[config.mk]
export PLATFORM = sky130hd
export DESIGN_NAME = hdmi_pcie_fifo_burst_reader_flat
export DESIGN_NICKNAME = d
export VERILOG_FILES = /design/src/rtl/hdmi_pcie_fifo_burst_reader_if.sv /design/src/rtl/hdmi_pcie_fifo_burst_reader.sv /design/src/flat_wrapper.sv
export SDC_FILE = /design/constraint.sdc
export NUM_CORES = 1
export LEC_CHECK = 0
export ABC_CLOCK_PERIOD_IN_PS = 9200
export CAP_MARGIN = 20
export CORE_ASPECT_RATIO = 1.4
export CORE_UTILIZATION = 39
export DETAILED_ROUTE_END_ITERATION = 10
export HOLD_SLACK_MARGIN = 0.05
export PLACE_DENSITY_LB_ADDON = 0.08
export SYNTH_ARGS = -nofsm -noshare
export SYNTH_HDL_FRONTEND = slang
export SYNTH_SLANG_ARGS = --single-unit
[constraint.sdc]
create_clock -name clk -period 9.2 [get_ports clk]
set_input_delay 2.3 -clock clk [delete_from_list [all_inputs] [get_ports clk]]
set_output_delay 2.3 -clock clk [all_outputs]
set_load 0.02 [all_outputs]
[src/rtl/hdmi_pcie_fifo_burst_reader_if.sv]
// Stream bundle from the burst reader to the PCIe DMA write engine.
// Carries the valid/ready handshake plus per-burst framing.
interface hdmi_pcie_fifo_burst_reader_if #(
    parameter int DATA_WIDTH = 128,
    parameter int LEN_WIDTH  = 9
);
    logic                  m_valid;
    logic                  m_ready;
    logic [DATA_WIDTH-1:0] m_data;
    logic                  m_last;
    logic [LEN_WIDTH-1:0]  burst_len;

    modport master (
        output m_valid,
        output m_data,
        output m_last,
        output burst_len,
        input  m_ready
    );

    modport slave (
        input  m_valid,
        input  m_data,
        input  m_last,
        input  burst_len,
        output m_ready
    );
endinterface

[src/rtl/hdmi_pcie_fifo_burst_reader.sv]
// Drains hdmi_pcie_fifo in BURST_LEN-word bursts onto a framed valid/ready stream.
// Define BURST_READER_STATS_EN to add the stat_bursts/stat_stall counters.
module hdmi_pcie_fifo_burst_reader #(
    parameter int DATA_WIDTH  = 128,
    parameter int LEVEL_WIDTH = 13,
    parameter int BURST_LEN   = 16,
    parameter int LEN_WIDTH   = 9
) (
    input  logic                   clk,
    input  logic                   rst_n,
    input  logic [DATA_WIDTH-1:0]  fifo_rd_data,
    input  logic                   fifo_rd_empty,
    input  logic [LEVEL_WIDTH-1:0] fifo_rd_level,
    output logic                   fifo_rd_en,
    input  logic                   flush_req,
    output logic                   flush_done,
    output logic                   busy,
`ifdef BURST_READER_STATS_EN
    output logic [31:0]            stat_bursts,
    output logic [31:0]            stat_stall,
`endif
    hdmi_pcie_fifo_burst_reader_if.master m
);

    typedef enum logic {S_IDLE, S_BURST} state_e;

    state_e                state_q;
    logic [LEN_WIDTH-1:0]  beats_left_q;
    logic [LEN_WIDTH-1:0]  burst_len_q;
    logic [LEN_WIDTH-1:0]  out_cnt_q;
    logic                  flush_q;
    logic                  flush_done_q;
    logic                  rd_en_q;
    logic                  vld_q;
    logic [DATA_WIDTH-1:0] buf_q [4];
    logic [1:0]            wptr_q;
    logic [1:0]            rptr_q;
    logic [2:0]            cnt_q;

    logic [2:0] occ;
    logic       issue;
    logic       valid;
    logic       last;
    logic       pop;
    logic       full_rdy;

    // Occupancy counts reads still in the FIFO pipeline so the skid buffer never overflows.
    assign occ      = cnt_q + {2'b00, rd_en_q} + {2'b00, vld_q};
    assign issue    = (state_q == S_BURST) && (beats_left_q != '0)
                      && !fifo_rd_empty && (occ < 3'd4);
    assign valid    = (cnt_q != 3'd0);
    assign last     = valid && ((out_cnt_q + LEN_WIDTH'(1)) == burst_len_q);
    assign pop      = valid && m.m_ready;
    assign full_rdy = fifo_rd_level >= LEVEL_WIDTH'(BURST_LEN);

    assign fifo_rd_en  = rd_en_q;
    assign flush_done  = flush_done_q;
    assign busy        = (state_q != S_IDLE) || valid;
    assign m.m_valid   = valid;
    assign m.m_data    = valid ? buf_q[rptr_q] : '0;
    assign m.m_last    = last;
    assign m.burst_len = burst_len_q;

    always_ff @(posedge clk) begin
        if (vld_q) buf_q[wptr_q] <= fifo_rd_data;
    end

    always_ff @(posedge clk or negedge rst_n) begin
        if (!rst_n) begin
            state_q      <= S_IDLE;
            beats_left_q <= '0;
            burst_len_q  <= '0;
            out_cnt_q    <= '0;
            flush_q      <= 1'b0;
            flush_done_q <= 1'b0;
            rd_en_q      <= 1'b0;
            vld_q        <= 1'b0;
            wptr_q       <= '0;
            rptr_q       <= '0;
            cnt_q        <= '0;
        end else begin
            rd_en_q      <= issue;
            vld_q        <= rd_en_q;
            flush_done_q <= 1'b0;
            if (flush_req) flush_q <= 1'b1;
            if (vld_q) wptr_q <= wptr_q + 2'd1;
            if (pop) rptr_q <= rptr_q + 2'd1;
            cnt_q <= cnt_q + {2'b00, vld_q} - {2'b00, pop};
            unique case (state_q)
                S_IDLE: begin
                    if (full_rdy) begin
                        state_q      <= S_BURST;
                        beats_left_q <= LEN_WIDTH'(BURST_LEN);
                        burst_len_q  <= LEN_WIDTH'(BURST_LEN);
                        out_cnt_q    <= '0;
                    end else if (flush_q && (fifo_rd_level != '0)) begin
                        state_q      <= S_BURST;
                        beats_left_q <= fifo_rd_level[LEN_WIDTH-1:0];
                        burst_len_q  <= fifo_rd_level[LEN_WIDTH-1:0];
                        out_cnt_q    <= '0;
                    end else if (flush_q && fifo_rd_empty && !valid) begin
                        flush_done_q <= 1'b1;
                        flush_q      <= flush_req;
                    end
                end
                S_BURST: begin
                    if (issue) beats_left_q <= beats_left_q - LEN_WIDTH'(1);
                    if (pop) out_cnt_q <= out_cnt_q + LEN_WIDTH'(1);
                    if (pop && last) begin
                        state_q   <= S_IDLE;
                        out_cnt_q <= '0;
                    end
                end
                default: state_q <= S_IDLE;
            endcase
        end
    end

`ifdef BURST_READER_STATS_EN
    logic [31:0] stat_bursts_q;
    logic [31:0] stat_stall_q;

    always_ff @(posedge clk or negedge rst_n) begin
        if (!rst_n) begin
            stat_bursts_q <= '0;
            stat_stall_q  <= '0;
        end else begin
            if (pop && last) stat_bursts_q <= stat_bursts_q + 32'd1;
            if (valid && !m.m_ready) stat_stall_q <= stat_stall_q + 32'd1;
        end
    end

    assign stat_bursts = stat_bursts_q;
    assign stat_stall  = stat_stall_q;
`endif

endmodule

[src/flat_wrapper.sv]
// flat-port wrapper written by rule: the top's interface ports become plain ports
module hdmi_pcie_fifo_burst_reader_flat 
#(
    parameter int DATA_WIDTH  = 128,
    parameter int LEVEL_WIDTH = 13,
    parameter int BURST_LEN   = 16,
    parameter int LEN_WIDTH   = 9
)
  (clk, rst_n, fifo_rd_data, fifo_rd_empty, fifo_rd_level, fifo_rd_en, flush_req, flush_done, busy, m_m_valid, m_m_data, m_m_last, m_burst_len, m_m_ready);
  hdmi_pcie_fifo_burst_reader_if #(.DATA_WIDTH(DATA_WIDTH), .LEN_WIDTH(LEN_WIDTH)) m_i ();
  input  logic clk;
  input  logic rst_n;
  input  logic [DATA_WIDTH-1:0] fifo_rd_data;
  input  logic fifo_rd_empty;
  input  logic [LEVEL_WIDTH-1:0] fifo_rd_level;
  output logic fifo_rd_en;
  input  logic flush_req;
  output logic flush_done;
  output logic busy;
  output wire logic [$bits(m_i.m_valid)-1:0] m_m_valid;
  output wire logic [$bits(m_i.m_data)-1:0] m_m_data;
  output wire logic [$bits(m_i.m_last)-1:0] m_m_last;
  output wire logic [$bits(m_i.burst_len)-1:0] m_burst_len;
  input wire logic [$bits(m_i.m_ready)-1:0] m_m_ready;
  assign m_m_valid = m_i.m_valid;
  assign m_m_data = m_i.m_data;
  assign m_m_last = m_i.m_last;
  assign m_burst_len = m_i.burst_len;
  assign m_i.m_ready = m_m_ready;
  hdmi_pcie_fifo_burst_reader #(.DATA_WIDTH(DATA_WIDTH), .LEVEL_WIDTH(LEVEL_WIDTH), .BURST_LEN(BURST_LEN), .LEN_WIDTH(LEN_WIDTH)) u_core (.clk(clk), .rst_n(rst_n), .fifo_rd_data(fifo_rd_data), .fifo_rd_empty(fifo_rd_empty), .fifo_rd_level(fifo_rd_level), .fifo_rd_en(fifo_rd_en), .flush_req(flush_req), .flush_done(flush_done), .busy(busy), .m(m_i));
endmodule
==> results.toml <==
[run_status]
status = "completed"

[routing]
via_per_inst = 5.02
drc = 0
post_drt_wl_per_cell_um = 22.1
routed_wl_um = 47000
drt-initial-drc-count = 431
antenna_left = 0
routed-via-count = 10677
dr.pass1.iters = 4

[critical_path]
slowest_stage = "clkdlybuf4s50_1"
start_kind = "flip-flop"
path_max_fanout = 12
crit_family = "buffers and inverters"
cp-end-kind = "primary output"
slowest_delay_ps = 610
crit_type = "flip-flop to primary output"
crit_chain = "ha_1 -> and3_1 -> nand4_1 -> xnor2_1 -> o2111ai_1 -> inv_2 -> clkdlybuf4s50_1"
path_buf_inv = 2
cp.arrival_ps = 3420
cp.required_ps = 6900

[sta]
finalCritPeriodShare_pct = 62.2
worst_slew_pin_slew_ps = 1090
finalHoldViolations = 0
setup_viol = 0
relSlewSlack_pct = 27.5
rsz0062_at_grt = "no"
setup_tns_ps = 0
maxClockFrequency_ghz = 0.175
final_max_slew_viol_count = 0
holdWs_ps = 469
finClkSkew_ps = 7.63
layout_min_cycle_time_ps = 5720

[finish]
drive_above_1_share_pct = 15.8
register_area_um2 = 16400
layout_commonest_cell = "edfxtp_1"
final_area_um2 = 26900
multi_input_area_um2 = 4860
syn2layout_area_growth_pct = 25.1
layout_common_cells = "edfxtp_1, clkdlybuf4s50_1, and2_1, mux4_2, clkbuf_16"
nFillCells = 4580
fin_nets = 1521

[synthesis]
synthFlopType = "edfxtp_1"
seq_area_frac_synth_pct = 76.2
syn_area_um2 = 21500
ys.warnings.count = 0
synthDistinctLibCells = 48
async_flop_share_pct = 7.08
synth_seq_cells = 551
yosys-top-cells-area = "edfxtp_1, mux4_2, dfrtp_1, and2_1, clkbuf_1"
synth_top_area_cell = "edfxtp_1"
synth_edf_count = 512
synth_top_area_share_pct = 71.6
netlist_instances = 1054
synth_fp_nets = 1211
syn_avg_cell_area_um2 = 20.4
synth_compound_area_share_pct = 1.70
synthXorXnorAreaFrac_pct = 0.734
synthMuxAreaShare_pct = 13.5
synthSimpleGateAreaFrac_pct = 5.96
synth_top_family_by_area = "multiplexers"
synthAdderAreaFrac_pct = 0.676

[clocking]
clock_latency_ps = 590
cts_root_buf = "clkbuf_16"
ctsHoldBuffers = 0
clockBufferDepth = 3
cts_buffers = 56
cts_tree = "built"
numClockSinks = 551
clk_pin_slew_ps = 60
htree_levels = 2
cts_setup_buffers = 0
cts_resized = 0

[power]
power_leakage_uw = 0.00877
ir_drop_v = 0.000247
cellPowerDensity_nw_per_um2 = 332

[die]
die_w_um = 200
start_util_pct = 39.5
die_height_um = 280
die_area_um2 = 56000
num_rows = 101
placeableCoreArea_um2 = 54300
io_pins = 288

[placed_design]
place.detailed.hpwl_um = 27300
io_buffers = 287
globalplace.congestion = 0.737
dpl_cell_area_um2 = 25200

[grt]
gr-total-overflow = 0
antenna_found_initial = 9
grt_usage_pct = 16.9
grt_pass1_vias = 11492
grt_max_degree = 88
grt_pass1_wl_um = 71200

[job]
max-cap-violations = 0

[worst_hold_path]
hp-class = "flip-flop to flip-flop"
## cell families (layout without fill, tap and decap cells)
family,Yosys count,after routing
DFF,551,551
and+or+nand+nor,220,220
muxes,129,129
buffers and inverters,69,416
AOI/OAI and AO/OA,56,56
xor gates and xnor gates,18,18
adders and majority gates,11,11
other,0,3
## metrics by stage
stage	util, %	worst slack (ps)	power (µW)	cells
2_1_floorplan	-	5090	5490	1054
3_5_place_dp	46.3	4030	6960	2026
6_report	49.4	3480	8930	2125
5_1_grt	49.4	3270	9370	2125
4_1_cts	49.4	3380	9090	2121
3_3_place_gp	46.3	4050	6950	2026
## flip-flops by register name (all words and copies together), names as in the netlist
name and cells:
u_core.buf_q 512, u_core.cnt_q 3, u_core.flush_done 1, u_core.state_q 1
u_core.wptr_q 2, u_core.out_cnt_q 9, u_core.fifo_rd_en 1, u_core.m.burst_len 9
u_core.vld_q 1, u_core.flush_q 1, u_core.rptr_q 2, u_core.beats_left_q 9
## path summary, 6_finish.rpt
check                                             from                      to  slack (ps)  depth (start not counted)
worst max-delay path               u_core.out_cnt_q[0]                m_m_last        3480                          7
worst min-delay path            u_core.beats_left_q[7]  u_core.beats_left_q[7]         470                          1
worst max register to register        u_core.wptr_q[0]     u_core.buf_q[2][68]        6120                          5
worst min register to register  u_core.beats_left_q[7]  u_core.beats_left_q[7]         470                          1
max in group asynchronous                        rst_n        u_core.rptr_q[0]        6590                          2
min in group asynchronous                        rst_n   u_core.m.burst_len[5]        2160                          2
## synthesized netlist by cell type (2+ instances only)
cell       instances
o21ai_0            5
dfrtp_1           39
o22ai_1            4
a21oi_1           10
nor3_1             6
a22o_1             4
edfxtp_1         512
a31oi_1            8
ha_1              10
o2111ai_1          3
nor2_1            15
a211oi_1           2
and3_1             3
buf_1              4
or3_1              2
buf_2             11
clkbuf_1          35
nand2b_1           5
xnor2_1           12
and2_1           138
o31ai_1            3
nor4_1             4
nor2b_1            3
a41oi_1            2
nand4_1            4
xor2_1             6
o21ai_1            7
o211ai_1           4
inv_1             17
nand2_1           21
mux4_2           128
nand3_1           11
## where the power goes
part	switching [µW]	total, µW	internal [µW]
Combinational	1760	3420	1660
Sequential	180	3400	3220
Clock	913	2110	1190
Total	2850	8930	6070
## routing by layer
metal | vias to the layer above | global-route usage [%] | routed length, µm
met5 | - | 0 | 86
met4 | 12 | 5.13 | 933
met2 | 235 | 29.3 | 24300
li1 | 4842 | - | -
met3 | 80 | 4.37 | 2440
met1 | 5508 | 20.8 | 19300
## final cells by class
class	count	share of cell area, %
inverter	18	0.252
multi-input combinational	434	18.1
sequential	551	60.9
timing repair buffer	303	11.2
clock inverter	20	0.573
clock buffer	75	5.60
tap	721	3.36
antenna	3	0.0280
(Power assumes the default switching activity.)
==> variant 1, RTL diff (same flow settings) <==
`DATA_WIDTH` is set to 128 in 3 places; all go to 124.
--- a/src/rtl/hdmi_pcie_fifo_burst_reader_if.sv
+++ b/src/rtl/hdmi_pcie_fifo_burst_reader_if.sv
@@ -1,7 +1,7 @@
 // Stream bundle from the burst reader to the PCIe DMA write engine.
 // Carries the valid/ready handshake plus per-burst framing.
 interface hdmi_pcie_fifo_burst_reader_if #(
-    parameter int DATA_WIDTH = 128,
+    parameter int DATA_WIDTH = 124,
     parameter int LEN_WIDTH  = 9
 );
     logic                  m_valid;
--- a/src/rtl/hdmi_pcie_fifo_burst_reader.sv
+++ b/src/rtl/hdmi_pcie_fifo_burst_reader.sv
@@ -1,7 +1,7 @@
 // Drains hdmi_pcie_fifo in BURST_LEN-word bursts onto a framed valid/ready stream.
 // Define BURST_READER_STATS_EN to add the stat_bursts/stat_stall counters.
 module hdmi_pcie_fifo_burst_reader #(
-    parameter int DATA_WIDTH  = 128,
+    parameter int DATA_WIDTH  = 124,
     parameter int LEVEL_WIDTH = 13,
     parameter int BURST_LEN   = 16,
     parameter int LEN_WIDTH   = 9
--- a/src/flat_wrapper.sv
+++ b/src/flat_wrapper.sv
@@ -1,7 +1,7 @@
 // flat-port wrapper written by rule: the top's interface ports become plain ports
 module hdmi_pcie_fifo_burst_reader_flat 
 #(
-    parameter int DATA_WIDTH  = 128,
+    parameter int DATA_WIDTH  = 124,
     parameter int LEVEL_WIDTH = 13,
     parameter int BURST_LEN   = 16,
     parameter int LEN_WIDTH   = 9
Ports: changed (resized fifo_rd_data and m_m_data); port bits go from 288 to 280. No check against the original RTL was run, so the function may have changed too.
==> variant 1 against the unedited design <==
Utilization barely moved. Final area fell by 2.4%. Largest cell class unchanged. Via count fell by 1.7%. Area after synthesis fell by 2.7%. Hold slack got worse by 0.035 ns. Count of clock-buffer cells in the layout fell by 9. Maximum frequency fell by 3.3%. Routed wire length fell by 1.7%. Sequential cell count fell by 16. Worst setup slack got worse by 0.20 ns. Power fell by 2.1%. Die area fell by 2.6%.
==> variant 1: results <==
metrics = {
    "power_and_ir_drop": {
        "cellInternalPower_mw": 5.93,
        "vdd_ir_drop_max_v": 0.000196,
        "p_leak_nw": 8.54,
    },
    "routing": {
        "viasPerCell": 5.04,
        "drtIter0Drc": 366,
    },
    "sta": {
        "skew_ns": 0.0136,
        "slew_headroom_pct": 28.6,
    },
    "placement": {
        "portBuffers": 279,
        "hpwlAfterDp_um": 26700,
    },
    "worst_hold_path": {
        "min_from": "u_core.fifo_rd_en",
        "holdPathEnd": "u_core.vld_q",
        "min_path_cells": 0,
    },
    "global_routing": {
        "grt_usage_pct": 17.1,
        "antenna_found_initial": 7,
        "grt_pass1_vias": 11100,
        "grt_pass1_wl_um": 68700,
    },
    "cells_and_area": {
        "drive_gt1_share_pct": 17.2,
        "largest_reg_flops": 496,
        "fin_cells": 2080,
        "layout.nets": 1475,
    },
    "worst_setup_path": {
        "r2r_setup_slack_ns": 5.56,
        "critPathMaxFanout": 38,
        "crit_path_max_incr_delay_ns": 0.93,
        "slowest_stage": "dfrtp_4",
        "arrival_ns": 3.62,
    },
    "yosys": {
        "synth_area_leaders": "edfxtp_1 (71%), mux4_2 (13%), dfrtp_1 (4.7%)",
        "ys_async_sr_fraction_pct": 7.29,
        "syn_nets": 1175,
        "synth_edf_count": 496,
        "avgSynthCellArea_um2": 20.4,
        "ys_seq_area_share_pct": 75.9,
    },
    "run_status": {
        "status": "finished clean",
    },
}
==> variant 1: cell count changes after synthesis, sizes merged, moves of 3 or more <==
cell	unedited run	this run
o2111ai	3	0
edfxtp	512	496
a21o	1	5
clkbuf	35	28
inv	18	14
buf	16	22
mux4	128	124
o21ai	12	17
nor2	15	8
and2	138	129
o31ai	3	0
==> variant 1: power by group through the flow <==
stage                     logic, mW  registers [mW]  clock network (mW)
final                          3.35            3.27                2.11
after global routing           3.60            3.32                2.25
after CTS                      3.44            3.28                2.17
after detailed placement       3.42            3.33                   0
after global placement         3.43            3.32                   0
after floorplan                2.05            3.27                   0
==> variant 1: worst max-delay path by stage <==
stage	end	cells past startpoint
CTS	m_m_data[69]	4
detailed placement	m_m_data[69]	4
global route	m_m_data[4]	5
finish	m_m_data[13]	5
global placement	m_m_data[69]	4
floorplan	m_m_last	8
==> variant 1: kinds of logic after synthesis <==
family          Yosys count  share of synthesized area, %
compound gates           55                          1.78
simple gates            211                          6.07
fa+ha+maj                11                         0.695
buf+inv                  66                          1.31
flops                   535                          75.9
xor+xnor                 20                         0.838
mux                     124                          13.4
==> variant 1: layout make-up <==
type	count	area, um2	area share (%)
diodes	2	5.00	0.0191
clock buffers	66	1420	5.41
clock inverters	31	267	1.02
inverters	16	60.1	0.229
multi-input cells	421	4770	18.2
flip-flops and latches	535	15900	60.6
well taps	714	893	3.41
repair buffers	295	2930	11.2
==> variant 1: routing by layer <==
metal,vias to the layer above,track usage (%),wire (um)
met2,237,30.4,24300
li1,4702,-,-
met3,81,4.66,2660
met1,5459,20.3,18300
met4,12,4.57,887
met5,-,0,83
==> variant 1: worst max-delay path: cells and delay by family, from the launching register on <==
family,cells,cell delay (ns)
simple gates,1,0.16
flops,1,0.93
buf+inv,3,1.33
mux,1,0.53
==> variant 1: stage by stage <==
stage               hold WS [ns]  setup slack [ns]
floorplan                  0.463              5.03
global placement           0.431              3.49
detailed placement         0.417              3.52
CTS                        0.437              2.84
global route               0.449              3.00
finish                     0.434              3.28
==> variant 2, RTL diff (same settings) <==
Without the edit above. `BURST_LEN` is set to 16 in 2 places; all go to 8.
--- a/src/rtl/hdmi_pcie_fifo_burst_reader.sv
+++ b/src/rtl/hdmi_pcie_fifo_burst_reader.sv
@@ -3,7 +3,7 @@
 module hdmi_pcie_fifo_burst_reader #(
     parameter int DATA_WIDTH  = 128,
     parameter int LEVEL_WIDTH = 13,
-    parameter int BURST_LEN   = 16,
+    parameter int BURST_LEN   = 8,
     parameter int LEN_WIDTH   = 9
 ) (
     input  logic                   clk,
--- a/src/flat_wrapper.sv
+++ b/src/flat_wrapper.sv
@@ -3,7 +3,7 @@
 #(
     parameter int DATA_WIDTH  = 128,
     parameter int LEVEL_WIDTH = 13,
-    parameter int BURST_LEN   = 16,
+    parameter int BURST_LEN   = 8,
     parameter int LEN_WIDTH   = 9
 )
   (clk, rst_n, fifo_rd_data, fifo_rd_empty, fifo_rd_level, fifo_rd_en, flush_req, flush_done, busy, m_m_valid, m_m_data, m_m_last, m_burst_len, m_m_ready);
Formal check against the unedited RTL: not equivalent (a bounded check fails within 4 cycles, from zero or initial values and one cycle with rst_n low).
==> variant 2 against the unedited design <==
Non-clock buffer count shrank 4. First-iteration DRC count grew 9.0%. Sequential cell count is the same. Final area grew 0.24%. Sequential share of layout area shrank 0.14 points. Critical path depth shrank 2. Worst setup slack lost 0.46 ns. Power shrank 0.21%. Routed wire length shrank 2.0%. Area after synthesis is essentially flat.
==> variant 2: results <==
metrics = {
    "global_routing": {
        "grt_max_degree": 93,
        "grt_pass1_wl_um": 70700,
        "grt.met1_usage_pct": 21.0,
        "grtUsageMet3_pct": 4.72,
        "antenna_found_initial": 3,
        "met2_usage_pct": 28.5,
        "grt_usage_pct": 16.8,
    },
    "cells_and_area": {
        "drive_gt1_share_pct": 16.6,
        "buf_share_pct": 11.0,
        "nClkBuffers": 69,
        "num-nonclk-inverters": 11,
        "nFillCells": 4521,
        "multi_input_area_mm2": 0.00487,
        "seq_share_pct": 60.8,
        "multi_input_gates": 429,
    },
    "yosys": {
        "synthTopCellsByCount": "edfxtp_1 (512), and2_1 (140), mux4_2 (128)",
        "ys_seq_area_share_pct": 76.2,
        "avgSynthCellArea_um2": 20.6,
    },
    "routing": {
        "viasPerCell": 5.00,
        "dr.pass1.iters": 5,
        "num_vias": 10600,
        "wl_met2_um": 23300,
    },
    "worst_setup_path": {
        "critical_path.startpoint": "u_core.cnt_q[1]",
        "slowest_stage": "clkinv_2",
        "arrival_ns": 3.88,
        "critical_path.endpoint": "m_m_data[14]",
        "crit_path_max_incr_delay_ns": 0.83,
        "critPathMaxFanout": 74,
    },
    "power_and_ir_drop": {
        "vdd_ir_drop_max_v": 0.000206,
    },
    "run_status": {
        "status": "finished clean",
    },
    "placement": {
        "hpwlAfterDp_um": 27300,
        "placed_area_mm2": 0.0251,
    },
    "sta": {
        "tightest_slew_ns": 0.974,
        "fmax_mhz": 162,
        "skew_ns": 0.0138,
    },
}
[variant 2: cells by family after synthesis]
logic type,share of synthesized area [%]
simple gates,6.23
mux,13.5
xor+xnor,0.775
compound gates,1.47
fa+ha+maj,0.676
buf+inv,1.19
flops,76.2
[variant 2: how the worst min path moves through the flow]
| stage | start | to | slack, ns | depth (start not counted) |
|---|---|---|---|---|
| floorplan | u_core.beats_left_q[1] | u_core.beats_left_q[1] | 0.47 | 2 |
| global placement | u_core.fifo_rd_en | u_core.vld_q | 0.44 | 0 |
| detailed placement | u_core.fifo_rd_en | u_core.vld_q | 0.44 | 0 |
| CTS | u_core.fifo_rd_en | u_core.vld_q | 0.45 | 0 |
| global route | u_core.fifo_rd_en | u_core.vld_q | 0.46 | 0 |
| finish | u_core.fifo_rd_en | u_core.vld_q | 0.43 | 0 |
